[config.mk]
export PLATFORM = sky130hd
export DESIGN_NAME = tx_frame_ctrl_module_flat
export DESIGN_NICKNAME = d
export VERILOG_FILES = /design/src/rtl/tx_frame_ctrl_module_if.sv /design/src/rtl/tx_frame_ctrl_module.sv /design/src/flat_wrapper.sv
export SDC_FILE = /design/constraint.sdc
export NUM_CORES = 1
export LEC_CHECK = 0
export CORE_ASPECT_RATIO = 1.25
export CORE_MARGIN = 4
export CORE_UTILIZATION = 30
export DETAILED_ROUTE_END_ITERATION = 12
export GPL_TIMING_DRIVEN = 0
export PLACE_DENSITY = 0.57
export SYNTH_ARGS = -nofsm -noshare
export SYNTH_HDL_FRONTEND = slang
export SYNTH_SLANG_ARGS = --single-unit
[constraint.sdc]
create_clock -name CLK -period 2 [get_ports CLK]
set_input_delay 0.3 -clock CLK [delete_from_list [all_inputs] [get_ports CLK]]
set_output_delay 0.3 -clock CLK [all_outputs]
set_load 0.005 [all_outputs]
[src/rtl/tx_frame_ctrl_module_if.sv]
// Byte-source / baud-counter / serial-line bundle for the UART TX framing controller.
// The controller sits on the slave side; whoever supplies bytes and strobes is the master.
interface tx_frame_ctrl_module_if;
  logic       TX_En_Sig;
  logic [7:0] TX_Data;
  logic       BPS_CLK;
  logic       Count_Sig;
  logic       TX_Pin_Out;
  logic       TX_Busy;
  logic       TX_Done_Sig;

  modport master (
    output TX_En_Sig, TX_Data, BPS_CLK,
    input  Count_Sig, TX_Pin_Out, TX_Busy, TX_Done_Sig
  );

  modport slave (
    input  TX_En_Sig, TX_Data, BPS_CLK,
    output Count_Sig, TX_Pin_Out, TX_Busy, TX_Done_Sig
  );
endinterface

[src/rtl/tx_frame_ctrl_module.sv]
// UART transmit framing controller.
// Accepts one byte per request, enables the external baud counter through Count_Sig and
// walks start / data (LSB first) / optional parity / stop bits on TX_Pin_Out, stepping only
// on the mid-period BPS_CLK strobe. A one-cycle TX_Done_Sig marks the end of every frame.
module tx_frame_ctrl_module #(
  parameter int DATA_BITS = 8,   // 5..8
  parameter int PARITY    = 0,   // 0 none, 1 odd, 2 even
  parameter int STOP_BITS = 1    // 1 or 2
) (
  input logic                   CLK,
  input logic                   RST,
  tx_frame_ctrl_module_if.slave tx_if
);

  typedef enum logic [2:0] {
    S_IDLE,
    S_ARM,
    S_START,
    S_DATA,
    S_PARITY,
    S_STOP,
    S_DONE
  } state_t;

  localparam logic [3:0] LP_DATA_BITS  = 4'(DATA_BITS);
  localparam logic [1:0] LP_STOP_BITS  = 2'(STOP_BITS);
  localparam bit         LP_HAS_PARITY = (PARITY != 0);
  localparam bit         LP_ODD        = (PARITY == 1);
  // Selects the data bits that actually go on the line; upper byte bits are ignored.
  localparam logic [7:0] LP_DATA_MASK  = 8'hFF >> (8 - DATA_BITS);

  state_t                 r_state;
  logic [DATA_BITS-1:0]   r_shift;
  logic                   r_parity;
  logic [3:0]             r_bit_cnt;
  logic [1:0]             r_stop_cnt;
  logic                   r_pin;
  logic                   r_count;
  logic                   r_busy;
  logic                   r_done;

  state_t                 w_state;
  logic [DATA_BITS-1:0]   w_shift;
  logic                   w_parity;
  logic [3:0]             w_bit_cnt;
  logic [1:0]             w_stop_cnt;
  logic                   w_pin;
  logic                   w_count;
  logic                   w_busy;
  logic                   w_done;

  logic [7:0]             w_data_masked;
  logic                   w_parity_calc;
  logic [DATA_BITS-1:0]   w_shift_out;

  assign w_data_masked = tx_if.TX_Data & LP_DATA_MASK;
  // Odd parity makes the total count of ones odd, even parity makes it even.
  assign w_parity_calc = LP_ODD ? ~(^w_data_masked) : (^w_data_masked);
  // The next data bit always sits in bit 0; shifting right brings the following one down.
  assign w_shift_out   = {1'b0, r_shift[DATA_BITS-1:1]};

  // State and output registers; every output leaves the block straight from a flop.
  always_ff @(posedge CLK or posedge RST) begin
    if (RST) begin
      r_state    <= S_IDLE;
      r_shift    <= '0;
      r_parity   <= 1'b0;
      r_bit_cnt  <= '0;
      r_stop_cnt <= '0;
      r_pin      <= 1'b1;
      r_count    <= 1'b0;
      r_busy     <= 1'b0;
      r_done     <= 1'b0;
    end else begin
      // NOTE: non-blocking here so every register samples the pre-edge values together.
      r_state    <= w_state;
      r_shift    <= w_shift;
      r_parity   <= w_parity;
      r_bit_cnt  <= w_bit_cnt;
      r_stop_cnt <= w_stop_cnt;
      r_pin      <= w_pin;
      r_count    <= w_count;
      r_busy     <= w_busy;
      r_done     <= w_done;
    end
  end

  // Next-state and next-output logic; only IDLE->ARM and DONE->IDLE move without a strobe.
  always_comb begin
    // NOTE: hold-current defaults first, so no path through the case leaves a latch behind.
    w_state    = r_state;
    w_shift    = r_shift;
    w_parity   = r_parity;
    w_bit_cnt  = r_bit_cnt;
    w_stop_cnt = r_stop_cnt;
    w_pin      = r_pin;
    w_count    = r_count;
    w_busy     = r_busy;
    w_done     = 1'b0;

    case (r_state)
      S_IDLE: begin
        w_pin   = 1'b1;
        w_count = 1'b0;
        w_busy  = 1'b0;
        if (tx_if.TX_En_Sig) begin
          w_shift    = w_data_masked[DATA_BITS-1:0];
          w_parity   = w_parity_calc;
          w_bit_cnt  = '0;
          w_stop_cnt = '0;
          w_count    = 1'b1;
          w_busy     = 1'b1;
          w_state    = S_ARM;
        end
      end

      // Line stays high until the first mid-period strobe opens the start bit.
      S_ARM: begin
        if (tx_if.BPS_CLK) begin
          w_pin   = 1'b0;
          w_state = S_START;
        end
      end

      S_START: begin
        if (tx_if.BPS_CLK) begin
          w_pin     = r_shift[0];
          w_shift   = w_shift_out;
          w_bit_cnt = 4'd1;
          w_state   = S_DATA;
        end
      end

      S_DATA: begin
        if (tx_if.BPS_CLK) begin
          if (r_bit_cnt < LP_DATA_BITS) begin
            w_pin     = r_shift[0];
            w_shift   = w_shift_out;
            w_bit_cnt = r_bit_cnt + 4'd1;
          end else if (LP_HAS_PARITY) begin
            w_pin   = r_parity;
            w_state = S_PARITY;
          end else begin
            w_pin      = 1'b1;
            w_stop_cnt = 2'd1;
            w_state    = S_STOP;
          end
        end
      end

      S_PARITY: begin
        if (tx_if.BPS_CLK) begin
          w_pin      = 1'b1;
          w_stop_cnt = 2'd1;
          w_state    = S_STOP;
        end
      end

      // The final strobe ends the last stop bit; the counter is released with the Done pulse.
      S_STOP: begin
        if (tx_if.BPS_CLK) begin
          if (r_stop_cnt < LP_STOP_BITS) begin
            w_stop_cnt = r_stop_cnt + 2'd1;
          end else begin
            w_count = 1'b0;
            w_done  = 1'b1;
            w_state = S_DONE;
          end
        end
      end

      S_DONE: begin
        w_pin   = 1'b1;
        w_count = 1'b0;
        w_busy  = 1'b0;
        w_state = S_IDLE;
      end

      default: begin
        w_pin   = 1'b1;
        w_count = 1'b0;
        w_busy  = 1'b0;
        w_state = S_IDLE;
      end
    endcase
  end

  assign tx_if.Count_Sig   = r_count;
  assign tx_if.TX_Pin_Out  = r_pin;
  assign tx_if.TX_Busy     = r_busy;
  assign tx_if.TX_Done_Sig = r_done;

endmodule

[src/flat_wrapper.sv]
// flat-port wrapper written by rule: the top's interface ports become plain ports
module tx_frame_ctrl_module_flat 
#(
  parameter int DATA_BITS = 8,          
  parameter int PARITY    = 0,                           
  parameter int STOP_BITS = 1             
)
  (CLK, RST, tx_if_TX_En_Sig, tx_if_TX_Data, tx_if_BPS_CLK, tx_if_Count_Sig, tx_if_TX_Pin_Out, tx_if_TX_Busy, tx_if_TX_Done_Sig);
  tx_frame_ctrl_module_if tx_if_i ();
  input logic CLK;
  input logic RST;
  input wire logic [$bits(tx_if_i.TX_En_Sig)-1:0] tx_if_TX_En_Sig;
  input wire logic [$bits(tx_if_i.TX_Data)-1:0] tx_if_TX_Data;
  input wire logic [$bits(tx_if_i.BPS_CLK)-1:0] tx_if_BPS_CLK;
  output wire logic [$bits(tx_if_i.Count_Sig)-1:0] tx_if_Count_Sig;
  output wire logic [$bits(tx_if_i.TX_Pin_Out)-1:0] tx_if_TX_Pin_Out;
  output wire logic [$bits(tx_if_i.TX_Busy)-1:0] tx_if_TX_Busy;
  output wire logic [$bits(tx_if_i.TX_Done_Sig)-1:0] tx_if_TX_Done_Sig;
  assign tx_if_i.TX_En_Sig = tx_if_TX_En_Sig;
  assign tx_if_i.TX_Data = tx_if_TX_Data;
  assign tx_if_i.BPS_CLK = tx_if_BPS_CLK;
  assign tx_if_Count_Sig = tx_if_i.Count_Sig;
  assign tx_if_TX_Pin_Out = tx_if_i.TX_Pin_Out;
  assign tx_if_TX_Busy = tx_if_i.TX_Busy;
  assign tx_if_TX_Done_Sig = tx_if_i.TX_Done_Sig;
  tx_frame_ctrl_module #(.DATA_BITS(DATA_BITS), .PARITY(PARITY), .STOP_BITS(STOP_BITS)) u_core (.CLK(CLK), .RST(RST), .tx_if(tx_if_i));
endmodule
==> impl_summary.log <==
[metrics] top-area cell type share of the netlist area: 40.9%
[metrics] post-synthesis net count: 132
[metrics] WP data arrival: 1780 ps
[metrics] number of cell rows: 25
[metrics] clk root buf: sky130_fd_sc_hd__clkbuf_8
[metrics] first-pass GRT wire length: 4600 um
[metrics] Internal Dissipation: 1.29 mW
[metrics] number of inserted diodes: 0
[metrics] flop2flop setup slack: 370 ps
[metrics] required time at the worst-slack endpoint: 2150 ps
[metrics] hold buffers post-CTS: 0
[metrics] CTS tree: done
[metrics] VDD IR max: 440 uV
[metrics] Max Freq: 0.613 GHz
[metrics] clock power share: 13.9%
[metrics] setup repair after global routing missed its margin: no
[metrics] overall die area: 5170 sq um
[metrics] PostCTS Resize Cnt: 0
[metrics] Max-Cap Viols: 0
[metrics] Yosys top cell by area: sky130_fd_sc_hd__dfrtp_1
[metrics] final critical-path setup slack: 370 ps
[metrics] standard cell with the maximum stage delay on the critical path: sky130_fd_sc_hd__dfrtp_1
[metrics] net count of the finished layout: 151
[metrics] number of synthesized register bits: 21
[metrics] initial core utilization: 31.8%
[metrics] run status: completed
[metrics] Switching Fraction: 36.4%
[metrics] final instance area: 1480 sq um
[metrics] clock network latency to the later pin of the worst-skew pair: 260 ps
[metrics] Cells after Synth: 118
[metrics] initial drt markers: 51
[metrics] category of the worst setup path launch point: flop
[metrics] total wirelength of the detailed-routed design: 2550 um
[metrics] crit-path max cell delay: 520 ps
[metrics] synth warn: 0
[metrics] P_sw: 0.736 mW
[metrics] Vias per Instance: 5.19
[metrics] Routed Antenna Nets: 0
[metrics] H-tree levels: 1
[metrics] element type at the critical path end: flop
[metrics] Slew Limit Headroom: 43.9%
[metrics] Port-buffer cells: 14
[metrics] final weighted congestion in routability-driven placement: 0.778
[metrics] worst hold path class: input port to flop
[metrics] critical path class: flop to flop
[metrics] most common flop cell mapped by yosys: sky130_fd_sc_hd__dfrtp_1
[metrics] horizontal die dimension: 65.1 um
[metrics] final standard cell count with taps included and fillers excluded: 190
[metrics] clock transition at the register clock pins on the worst setup and hold paths after CTS: 80 ps
[metrics] async set or reset register ratio after synthesis: 100%
[metrics] number of enable flip-flop cells after synthesis: 0
[metrics] number of distinct library cells after synthesis: 39
[metrics] count of final max-slew check failures: 0
[metrics] number of clock sinks: 21
[metrics] post-DR wirelength/cell: 13.4 um
[metrics] worst-margin pin slew: 840 ps
[metrics] area delta synth->final: 20.8%
[metrics] Placed Area: 1430 sq um
[metrics] Power Dens Cells: 1370 nW/um^2
[metrics] Remaining DRCs: 0
[metrics] number of antenna violations at the first check in global routing: 0
[metrics] count of vias placed by the detailed router: 986
[metrics] buffer count from post-CTS setup fixing: 0
[metrics] fraction of final layout cells with drive strength greater than 1: 22.8%
[metrics] maximum number of pins on one net before global-route repair: 22
[metrics] Max Fanout on Critical Path: 10
[metrics] LEAKAGE: 0.624 nW
[metrics] via count of the first global-routing pass: 1,010
[metrics] die outline height: 79.4 um
[metrics] Commonest cells post-synth: sky130_fd_sc_hd__dfrtp_1, sky130_fd_sc_hd__nand2_1, sky130_fd_sc_hd__o21ai_0, sky130_fd_sc_hd__mux2_4
[metrics] global route total overflow: 0
[metrics] most common cell in the synthesized netlist: sky130_fd_sc_hd__dfrtp_1
[metrics] Pre-Repair DR Iteration Count: 4
[metrics] Post-Syn Area per Cell: 10.4 sq um
[metrics] # setup viols final: 0
[metrics] Final Critical Period: 1630 ps
[metrics] global-route total usage across every layer: 11.2%
[metrics] CORE AREA: 3850 sq um
[metrics] DPL Wire Length: 1870 um
[metrics] worst-case setup slack after placement: 201 ps
[metrics] number of hold violations in the final report: 0
[metrics] sequential fraction of the synthesis area: 43.0%
[metrics] cell-by-cell trace of the critical path: inv_1 > nand2_2 > mux2_2 > mux2_4
[metrics] total clock buffers created by CTS: 3
[metrics] skew final: 2.95 ps
[metrics] sequential share of power: 36.4%
[metrics] setup tns final: 0 ps
[metrics] number of instances in the placed design: 186
[metrics] cell types occupying the most area after synthesis: sky130_fd_sc_hd__dfrtp_1, sky130_fd_sc_hd__mux2_4, sky130_fd_sc_hd__mux2_2
[metrics] final cycle utilization of the critical path: 81.5%
[metrics] Top-Level Pins: 16
[metrics] Logic pwr share: 49.7%
[metrics] maximum buffer depth of the clock tree: 2
[metrics] synthesized area: 1220 sq um
-- per-layer routing --
metal	vias to the layer above	GRT usage, %	share of wire (%)
li1	469	-	-
met1	486	14.3	46
met2	29	18.7	48
met3	2	3.10	5.7
met4	0	2.28	0.43
met5	-	0	0
-- power by group through the flow --
| stage | clock [mW] | combinational [mW] | sequential, mW |
|---|---|---|---|
| 3_5_place_dp | 0 | 1.02 | 0.739 |
| 3_3_place_gp | 0 | 0.988 | 0.733 |
| 6_report | 0.281 | 1.01 | 0.736 |
| 5_1_grt | 0.312 | 1.12 | 0.759 |
| 4_1_cts | 0.288 | 1.01 | 0.736 |
| 2_1_floorplan | 0 | 0.791 | 0.710 |
-- worst max-delay path, delay by kind of cell, from the launching register on --
family | cells | cell delay [ps]
multiplexers | 2 | 620
AND/OR/NAND/NOR | 1 | 230
buffers and inverters | 1 | 160
flip-flops | 1 | 520
-- worst paths after layout --
| check | depth (start not counted) | start | to |
|---|---|---|---|
| max | 4 | u_core.r_state[2]$_DFFE_PP0P_ | u_core.r_shift[2]$_DFFE_PP0P_ |
| min | 3 | tx_if_BPS_CLK | u_core.r_state[2]$_DFFE_PP0P_ |
| max reg2reg | 4 | u_core.r_state[2]$_DFFE_PP0P_ | u_core.r_shift[2]$_DFFE_PP0P_ |
| min reg2reg | 1 | u_core.r_shift[6]$_DFFE_PP0P_ | u_core.r_shift[6]$_DFFE_PP0P_ |
| max in group asynchronous | 2 | RST | u_core.r_state[2]$_DFFE_PP0P_ |
| min in group asynchronous | 2 | RST | u_core.r_shift[4]$_DFFE_PP0P_ |
-- placed cells by master, fill, tap and decap left out, types with 2 or more instances in the layout --
cell	n
sky130_fd_sc_hd__nand2_2	2
sky130_fd_sc_hd__mux2_4	8
sky130_fd_sc_hd__o21ai_0	10
sky130_fd_sc_hd__clkbuf_1	2
sky130_fd_sc_hd__a21oi_1	4
sky130_fd_sc_hd__nor2_1	4
sky130_fd_sc_hd__mux2_2	7
sky130_fd_sc_hd__buf_2	4
sky130_fd_sc_hd__ha_1	2
sky130_fd_sc_hd__nor3_1	4
sky130_fd_sc_hd__o311ai_0	2
sky130_fd_sc_hd__clkbuf_8	3
sky130_fd_sc_hd__o22ai_1	3
sky130_fd_sc_hd__dfrtp_1	20
sky130_fd_sc_hd__nand3_1	2
sky130_fd_sc_hd__inv_1	7
sky130_fd_sc_hd__o31ai_1	2
sky130_fd_sc_hd__a31oi_1	3
sky130_fd_sc_hd__nand2_1	11
sky130_fd_sc_hd__clkdlybuf4s50_1	14
-- flip-flops by register name (all words and copies together), names as in the netlist --
name / cells
u_core.r_bit_cnt: 4
u_core.r_shift: 8
u_core.r_state: 3
u_core.r_stop_cnt: 2
u_core.tx_if.Count_Sig: 1
u_core.tx_if.TX_Busy: 1
u_core.tx_if.TX_Done_Sig: 1
u_core.tx_if.TX_Pin_Out: 1
-- per-stage QoR --
stage          utilization (%)  hold slack (ps)  total power, mW
3_3_place_gp              37.2              494             1.72
4_1_cts                   38.4              368             2.04
6_report                  38.4              368             2.02
2_1_floorplan                -              276             1.50
5_1_grt                   38.4              385             2.19
3_5_place_dp              37.2              495             1.75
-- kinds of logic after synthesis --
logic type	after synthesis	share of synthesized area, %
AOI/OAI and AO/OA	32	18.4
adders and majority gates	2	2.04
buffers and inverters	14	5.01
DFF	21	43.0
muxes	15	16.3
and+or+nand+nor	34	15.2
-- final cells by class --
type	instances	area, sq um
plain buffers	7	35.0
clock buffers	3	41.3
clock inverters	1	5.00
fillers	395	2370
inverters	7	26.3
multi-input cells	83	636
flip-flops and latches	21	527
well taps	54	67.6
repair buffers	14	140
Power figures use the tool's default switching activity.
